`src/rtl/dec_4x16_selftest_ctrl.sv`:
```
// Built-in self-test sequencer for a 4x16 decoder made of two 3x8 decoders.
// Sweeps select codes 0..15, holds each for SETTLE_CYCLES cycles, then checks
// that the decoder output is exactly one-hot at the selected position.
// Records a per-code fault map, a fault count and the first failing code/pattern.
module dec_4x16_selftest_ctrl #(
    parameter int SETTLE_CYCLES = 2
) (
    input  logic        clk,
    input  logic        rst_n,
    input  logic        start,
    input  logic        abort,
    input  logic [15:0] D_in,
    output logic        X,
    output logic        Y,
    output logic        Z,
    output logic        W,
    output logic        busy,
    output logic        done,
    output logic        pass,
    output logic [15:0] fault_map,
    output logic [4:0]  fault_count,
    output logic [3:0]  first_code,
    output logic [15:0] first_pattern
);

    typedef enum logic [1:0] {
        IDLE  = 2'd0,
        APPLY = 2'd1,
        CHECK = 2'd2,
        DONE  = 2'd3
    } state_t;

    localparam logic [3:0] SETTLE_LAST = 4'(SETTLE_CYCLES - 1);
    localparam logic [15:0] ONE_HOT_BASE = 16'h0001;

    state_t      state;
    state_t      next_state;
    logic [3:0]  code;
    logic [3:0]  settle_cnt;
    logic [3:0]  sel;
    logic [15:0] expected;
    logic        mismatch;
    logic        settle_done;
    logic        start_sweep;

    // Expected decoder response for the current code and the settle/start qualifiers
    always_comb begin
        expected    = ONE_HOT_BASE << code;
        mismatch    = (D_in != expected);
        settle_done = (settle_cnt == SETTLE_LAST);
        start_sweep = start && !abort && ((state == IDLE) || (state == DONE));
    end

    // State register; abort and reset both land in IDLE
    always_ff @(posedge clk or negedge rst_n) begin
        if (!rst_n) begin
            state <= IDLE;
        end else begin
            state <= next_state;
        end
    end

    // Next-state logic and state-decoded outputs; abort overrides everything
    always_comb begin
        next_state = state;
        busy       = 1'b0;
        done       = 1'b0;
        pass       = 1'b0;
        sel        = 4'd0;
        if (abort) begin
            next_state = IDLE;
        end else begin
            case (state)
                IDLE:    if (start) next_state = APPLY;
                APPLY:   if (settle_done) next_state = CHECK;
                CHECK:   next_state = (code == 4'd15) ? DONE : APPLY;
                DONE:    if (start) next_state = APPLY;
                default: next_state = IDLE;
            endcase
        end
        case (state)
            APPLY: begin
                busy = 1'b1;
                sel  = code;
            end
            CHECK: begin
                busy = 1'b1;
                sel  = code;
            end
            DONE: begin
                done = 1'b1;
                pass = (fault_count == 5'd0);
                sel  = code;
            end
            default: begin
                sel = 4'd0;
            end
        endcase
        {X, Y, Z, W} = sel;
    end

    // Sweep datapath: code/settle counters and fault bookkeeping
    always_ff @(posedge clk or negedge rst_n) begin
        if (!rst_n) begin
            code          <= 4'd0;
            settle_cnt    <= 4'd0;
            fault_map     <= 16'h0000;
            fault_count   <= 5'd0;
            first_code    <= 4'd0;
            first_pattern <= 16'h0000;
        end else if (abort) begin
            code       <= 4'd0;
            settle_cnt <= 4'd0;
        end else if (start_sweep) begin
            code          <= 4'd0;
            settle_cnt    <= 4'd0;
            fault_map     <= 16'h0000;
            fault_count   <= 5'd0;
            first_code    <= 4'd0;
            first_pattern <= 16'h0000;
        end else if (state == APPLY) begin
            settle_cnt <= settle_cnt + 4'd1;
        end else if (state == CHECK) begin
            if (mismatch) begin
                fault_map[code] <= 1'b1;
                fault_count     <= fault_count + 5'd1;
                if (fault_count == 5'd0) begin
                    first_code    <= code;
                    first_pattern <= D_in;
                end
            end
            if (code != 4'd15) begin
                code       <= code + 4'd1;
                settle_cnt <= 4'd0;
            end
        end
    end

endmodule

```
`config.mk`:
```
export PLATFORM = sky130hd
export DESIGN_NAME = dec_4x16_selftest_ctrl
export DESIGN_NICKNAME = d
export VERILOG_FILES = /design/src/rtl/dec_4x16_selftest_ctrl.sv
export SDC_FILE = /design/constraint.sdc
export NUM_CORES = 1
export LEC_CHECK = 0
export CAP_MARGIN = 20
export CORE_MARGIN = 2
export CORE_UTILIZATION = 45
export CTS_CLUSTER_SIZE = 8
export DETAILED_ROUTE_END_ITERATION = 6
export PLACE_DENSITY = 0.73
export SLEW_MARGIN = 20
export SYNTH_ARGS = -nofsm -noshare
export SYNTH_HDL_FRONTEND = slang
export SYNTH_SLANG_ARGS = --single-unit
```
`constraint.sdc`:
```
create_clock -name clk -period 3.4 [get_ports clk]
set_clock_uncertainty 0.2 [all_clocks]
set_input_delay 0.34 -clock clk [delete_from_list [all_inputs] [get_ports clk]]
set_output_delay 0.34 -clock clk [all_outputs]
set_load 0.05 [all_outputs]
```
==> results_dict.tcl, run 1 <==
set metrics [dict create \
    num_vias 2684 \
    coreArea_um2 6459 \
    leakagePower_nw 1.755 \
    netlist_area_um2 3048 \
    cp_max_fo 20 \
    initial_core_util_pct 47.19 \
    wirelength_mm 7.641 \
    path_cells "ha_1 -> ha_1 -> inv_1 -> a221oi_2 -> o2111ai_1 -> or4b_4 -> o21ai_2 -> buf_12 -> mux2_1" \
    cts_tree "yes" \
    post_cts_buffers 0 \
    chipWidth_um 86.30 \
    io-pin-count 68 \
    wl_per_cell_um 16.15 \
    final_area_um2 3930 \
    root_buffer "clkbuf_8" \
    slew_violations 0 \
    die_h_um 86.30 \
    clk_pin_slew_ps 100 \
    synth_edf_count 0 \
    cellPowerDensity_nw_per_um2 849.8 \
    insertion_delay_ps 310 \
    netlist_top_cells_count "dfrtp_1 (51), inv_1 (42), nor2_1 (28)" \
    cts_buffer_depth 2 \
    grt_max_degree 52 \
    placed_cells 464 \
    grt_pass1_vias 2547 \
    grt_pass1_wl_mm 12.94 \
    io_buffers 67 \
    crit_type "reg2reg" \
    drt-initial-drc-count 256 \
    viasPerCell 5.674 \
    ant_nets 0 \
    worst-path-buf-inv 2 \
    postSynthAreaPerCell_um2 9.126 \
    end_kind "register" \
    drt_first_pass_iters 4 \
    finalPower_mw 3.340 \
    yosys_warnings 0 \
    drcViolationCount 0 \
    synth_most_common_cell "dfrtp_1" \
    htreeDepth 2 \
    drive_gt1_share_pct 7.071 \
    slew_headroom_pct 56.83 \
    gp_congestion 0.8551 \
    hp-class "reg2reg" \
    ctsHoldBuffers 1 \
    max_stage_delay_ps 570 \
    max_freq_mhz 309.3 \
    worst_pin_slew_ps 638.6 \
    finalSetupTns_ps 0 \
    die-area_um2 7448 \
    rows 29 \
    critPathSlowestCell "or4b_4" \
    synth_ff_type "dfrtp_1" \
    hpwl_mm 5.490 \
    irDropWorstVdd_uv 442.9 \
    synth_top_area_share_pct 41.87 \
    postSynthCellCount 334 \
    setup_violations 0 \
    required_ps 3400 \
    rsz0062_at_grt "false" \
    hold_viol 0 \
    status "complete, no violations" \
    syn_nets 368 \
    yosysSeqAreaShare_pct 41.87 \
    cts_buffers 5 \
    synthArstFlopShare_pct 100.0 \
    cts_resized 0 \
    place_area_um2 3781 \
    arrival_ps 3230 \
    critical-path-top-delay-family "adder cells" \
    area_growth_syn_to_layout_pct 28.94 \
    startpoint_type "register" \
    track_usage_pct 21.57 \
    synth-seq-cells 51 \
    synth_area_leaders "dfrtp_1 (42%), mux2i_1 (5.9%), ha_1 (5.7%)" \
    yosysTopAreaCell "dfrtp_1" \
    antenna_cells 0 \
    antenna_found_initial 0 \
    fin_cells 473 \
    ys_types 51 \
    period_share_pct 95.10 \
    fin_nets 429 \
    cts_sinks 51 \
    overflow 0 \
    cpMostUsedCell "ha_1" \
    max_cap_viol_count 0 \
    period_minus_slack_ps 3233 \
]
## where the power goes
group          switching, mW  internal, mW  leakage, nW
clock                  0.214         0.294       0.0644
sequential             0.147         0.817        0.662
combinational           1.24         0.625         1.03
total                   1.60          1.74         1.75
## layer usage
metal / up-vias / wire (µm) / global-route usage (%)
met4: 0 / 98 / 4.688
met1: 1294 / 3599 / 32.46
met5: - / 0 / 0
met3: 10 / 381 / 3.333
li1: 1289 / - / -
met2: 91 / 3561 / 33.05
## stage by stage
| stage | util (%) | hold WS (ps) | setup WS [ps] |
|---|---|---|---|
| 6_report | 60.85 | 301.6 | 166.6 |
| 5_1_grt | 60.85 | 319.1 | 47.25 |
| 4_1_cts | 60.81 | 296.9 | 201.6 |
| 3_5_place_dp | 58.54 | 225.5 | 216.8 |
| 3_3_place_gp | 58.50 | 271.8 | 394.2 |
| 2_1_floorplan | - | -155.6 | 292.7 |
## final cells by class
cell class	count	area, µm²
fillers	564	2529
multi-input cells	218	1509
flip-flops and latches	51	1276
repair buffers	76	750.7
inverters	43	161.4
well taps	77	96.34
clock buffers	5	68.82
clock inverters	3	67.56
## worst paths after layout
kind	end	slack [ps]	startpoint	depth (start not counted)
min in group asynchronous	first_code[3]	390	rst_n	2
max reg2reg	first_code[2]	170	code[0]	9
min	settle_cnt[3]	300	settle_cnt[3]	1
min reg2reg	settle_cnt[3]	300	settle_cnt[3]	1
max in group asynchronous	first_pattern[13]	2180	rst_n	2
max	first_code[2]	170	code[0]	9
## cell usage in the layout (no fill, tap or decap), drive strengths merged, types with 2 or more instances in the layout
master / Yosys / layout
o31ai: 4 / 4
mux2: 5 / 5
a31oi: 4 / 4
mux2i: 18 / 18
nor3b: 2 / 2
o21ai: 15 / 15
nand3: 4 / 4
nand4b: 3 / 3
nor3: 5 / 5
dfrtp: 51 / 51
or3: 5 / 5
o2111ai: 16 / 16
nand2b: 5 / 5
nor2: 28 / 28
a211oi: 2 / 2
o32ai: 3 / 3
clkdlybuf4s50: 0 / 66
o211ai: 2 / 2
buf: 10 / 9
a21oi: 21 / 21
nand2: 22 / 22
ha: 14 / 14
clkbuf: 12 / 5
nand4: 5 / 5
o2bb2ai: 4 / 4
nor2b: 3 / 3
bufinv: 0 / 2
or2: 4 / 4
xnor2: 4 / 4
inv: 43 / 43
nor4bb: 3 / 3
and3: 3 / 3
## worst reg2reg max path: stages (launching register included)
cell	delay [ps]
dfrtp_1	440
ha_1	350
ha_1	300
inv_1	80
a221oi_2	250
o2111ai_1	160
or4b_4	580
o21ai_2	210
buf_12	210
mux2_1	350
## cells by family after synthesis
kind of cell	count (synthesis)	share of synthesized area, %
simple gates	96	16.26
compound gates	80	18.23
buf+inv	65	8.702
flops	51	41.87
mux	23	7.758
fa+ha+maj	14	5.747
xor+xnor	5	1.437
## registers in the layout, summed over array words and instances, names as in the netlist
signal / count
first_code: 4
fault_count: 5
state: 2
fault_map: 16
code: 4
first_pattern: 16
settle_cnt: 4
No activity file was read; power rests on OpenSTA's default activity.
==> run 2, diff against run 1 <==
- CORE_ASPECT_RATIO: default -> 1.4
==> run 2 against run 1 <==
  * Sequential power decreased by 0.8%
  * Sequential share of layout area increased by 0.19 points
  * Design area decreased by 0.57%
  * Global-route usage decreased by 1.2 points
  * Cell count decreased by 0.42%
  * Combinational power about the same
  * Core utilization decreased by 1.4 points
  * Critical path type unchanged
  * Critical endpoint is now first_pattern[15]
  * Highest routed layer unchanged
==> results_dict.tcl, run 2 (synthesis gave the netlist of run 1 again) <==
set metrics [dict create \
    initial_core_util_pct 46.40 \
    cellPowerDensity_nw_per_um2 833.6 \
    cts_sinks 51 \
    slew_headroom_pct 49.00 \
    drt_first_pass_iters 4 \
    track_usage_pct 20.38 \
    ant_nets 0 \
    viasPerCell 5.658 \
    worstReg2RegEnd "first_pattern[15]" \
    route.met2.wl_mm 3.732 \
    hp-class "reg2reg" \
    wirelength_mm 7.399 \
    chipWidth_um 73.56 \
    coreArea_um2 6569 \
    htreeDepth 2 \
    max_freq_mhz 315.6 \
    hold_start "settle_cnt[3]" \
    hold_viol 0 \
    required_ps 3430 \
    grt_pass1_wl_mm 12.00 \
    insertion_delay_ps 310 \
    area_growth_syn_to_layout_pct 28.20 \
    hold_depth 1 \
    antenna_cells 0 \
    drive_gt1_share_pct 7.053 \
    hpwl_mm 5.391 \
    leakagePower_nw 1.752 \
    setup_violations 0 \
    startpoint_type "register" \
    grt_pass1_vias 2561 \
    die-area_um2 7457 \
    drt-initial-drc-count 162 \
    period_share_pct 93.20 \
    num_vias 2665 \
    rsz0062_at_grt "false" \
    grt_max_degree 52 \
    root_buffer "clkbuf_8" \
    status "complete, no violations" \
    cts_buffers 5 \
    crit_type "reg2reg" \
    end_kind "register" \
    cp_max_fo 10 \
    die_h_um 101.4 \
    overflow 0 \
    gp_congestion 0.9632 \
    period_minus_slack_ps 3169 \
    final_cell_mix "clkdlybuf4s50_1 (66), dfrtp_1 (51), inv_1 (42)" \
    final_area_um2 3908 \
    io_buffers 67 \
    wl_met3_um 302 \
    drcViolationCount 0 \
    cts_buffer_depth 2 \
    rr_startpoint "code[0]" \
    wl_per_cell_um 15.71 \
    slew_violations 0 \
    worst_pin_slew_ps 763.2 \
    final_common_cell "clkdlybuf4s50_1" \
    reg_top3 "fault_map: 16 flops, first_pattern: 16 flops, fault_count: 5 flops" \
    clk_pin_slew_ps 90 \
    antenna_found_initial 0 \
    finalSetupTns_ps 0 \
    ff2ff_path_depth 9 \
    dr.max_layer_used "met4" \
    place_area_um2 3772 \
    r2r_setup_slack_ps 230 \
    arrival_ps 3200 \
    io-pin-count 68 \
    holdPathEnd "settle_cnt[3]" \
    rows 35 \
    wl_met1_mm 3.196 \
    max_cap_viol_count 0 \
    fin_nets 430 \
    fillers 584 \
    irDropWorstVdd_uv 372.9 \
    cts_tree "yes" \
    post_cts_buffers 0 \
]
run 2: changes by cell type in the layout (fill, tap and decap cells not counted), sizes merged:
cell      before  now
bufinv         2    1
clkbuf         5    6
clkinvlp       1    0
buf            9   10
clkinv         0    1
run 2: power by group:
| group | total (mW) | switching (mW) | internal, mW |
|---|---|---|---|
| logic | 1.85 | 1.23 | 0.622 |
| clock network | 0.447 | 0.208 | 0.239 |
| registers | 0.956 | 0.139 | 0.817 |
run 2: repair_timing:
item | CTS | global route
setup endpoints to repair | 0 | 2
hold buffers | 1 | 0
resized for setup | 0 | 1
hold endpoints to repair | 51 | 0
run 2: per-layer routing:
| layer | vias to the layer above | track usage [%] |
|---|---|---|
| li1 | 1296 | - |
| met1 | 1278 | 25.98 |
| met2 | 76 | 34.27 |
| met3 | 15 | 3.284 |
| met4 | 0 | 7.832 |
| met5 | - | 0 |
run 2: cell type report:
| class | count | area (µm²) | share of cell area, % |
|---|---|---|---|
| tap | 74 | 92.59 | 2.370 |
| multi-input combinational | 218 | 1514 | 38.74 |
| timing repair buffer | 77 | 745.7 | 19.08 |
| inverter | 43 | 161.4 | 4.131 |
| clock inverter | 2 | 35.03 | 0.8966 |
| clock buffer | 6 | 82.58 | 2.113 |
| sequential | 51 | 1276 | 32.66 |
run 2: how the worst max path moves through the flow:
stage	from	slack, ps	cells after the start	end
4_1_cts	code[0]	140	9	first_pattern[15]
6_report	code[0]	230	9	first_pattern[15]
5_1_grt	code[0]	30	9	first_pattern[15]
2_1_floorplan	state[0]	290	9	first_code[0]
3_3_place_gp	code[0]	340	9	first_pattern[8]
3_5_place_dp	code[0]	210	9	first_pattern[15]
run 2: stage by stage:
stage               utilization (%)  std cells  hold slack, ps  setup WS, ps  power, mW
detailed placement            57.43        462           206.5         209.7      2.829
global placement              57.39        462           262.9         339.7      2.794
floorplan                         -        334          -155.6         292.7      2.228
finish                        59.49        471           296.3         231.3      3.257
CTS                           59.37        471           293.9         137.2      3.273
global route                  59.49        471           301.9         26.39      3.442
run 2: worst max-delay path, cell delays in order, from the launching register on:
cell	delay, ps
dfrtp_1	430
ha_1	340
ha_1	290
inv_1	70
a221oi_2	270
o2111ai_1	150
or4b_4	590
o21ai_4	280
buf_4	260
mux2i_1	210
==> run 3, diff against run 2 <==
- GPL_ROUTABILITY_DRIVEN: default -> 1
==> results of run 3 <==
The final DEF is identical to that of run 2; final timing and power are the same.
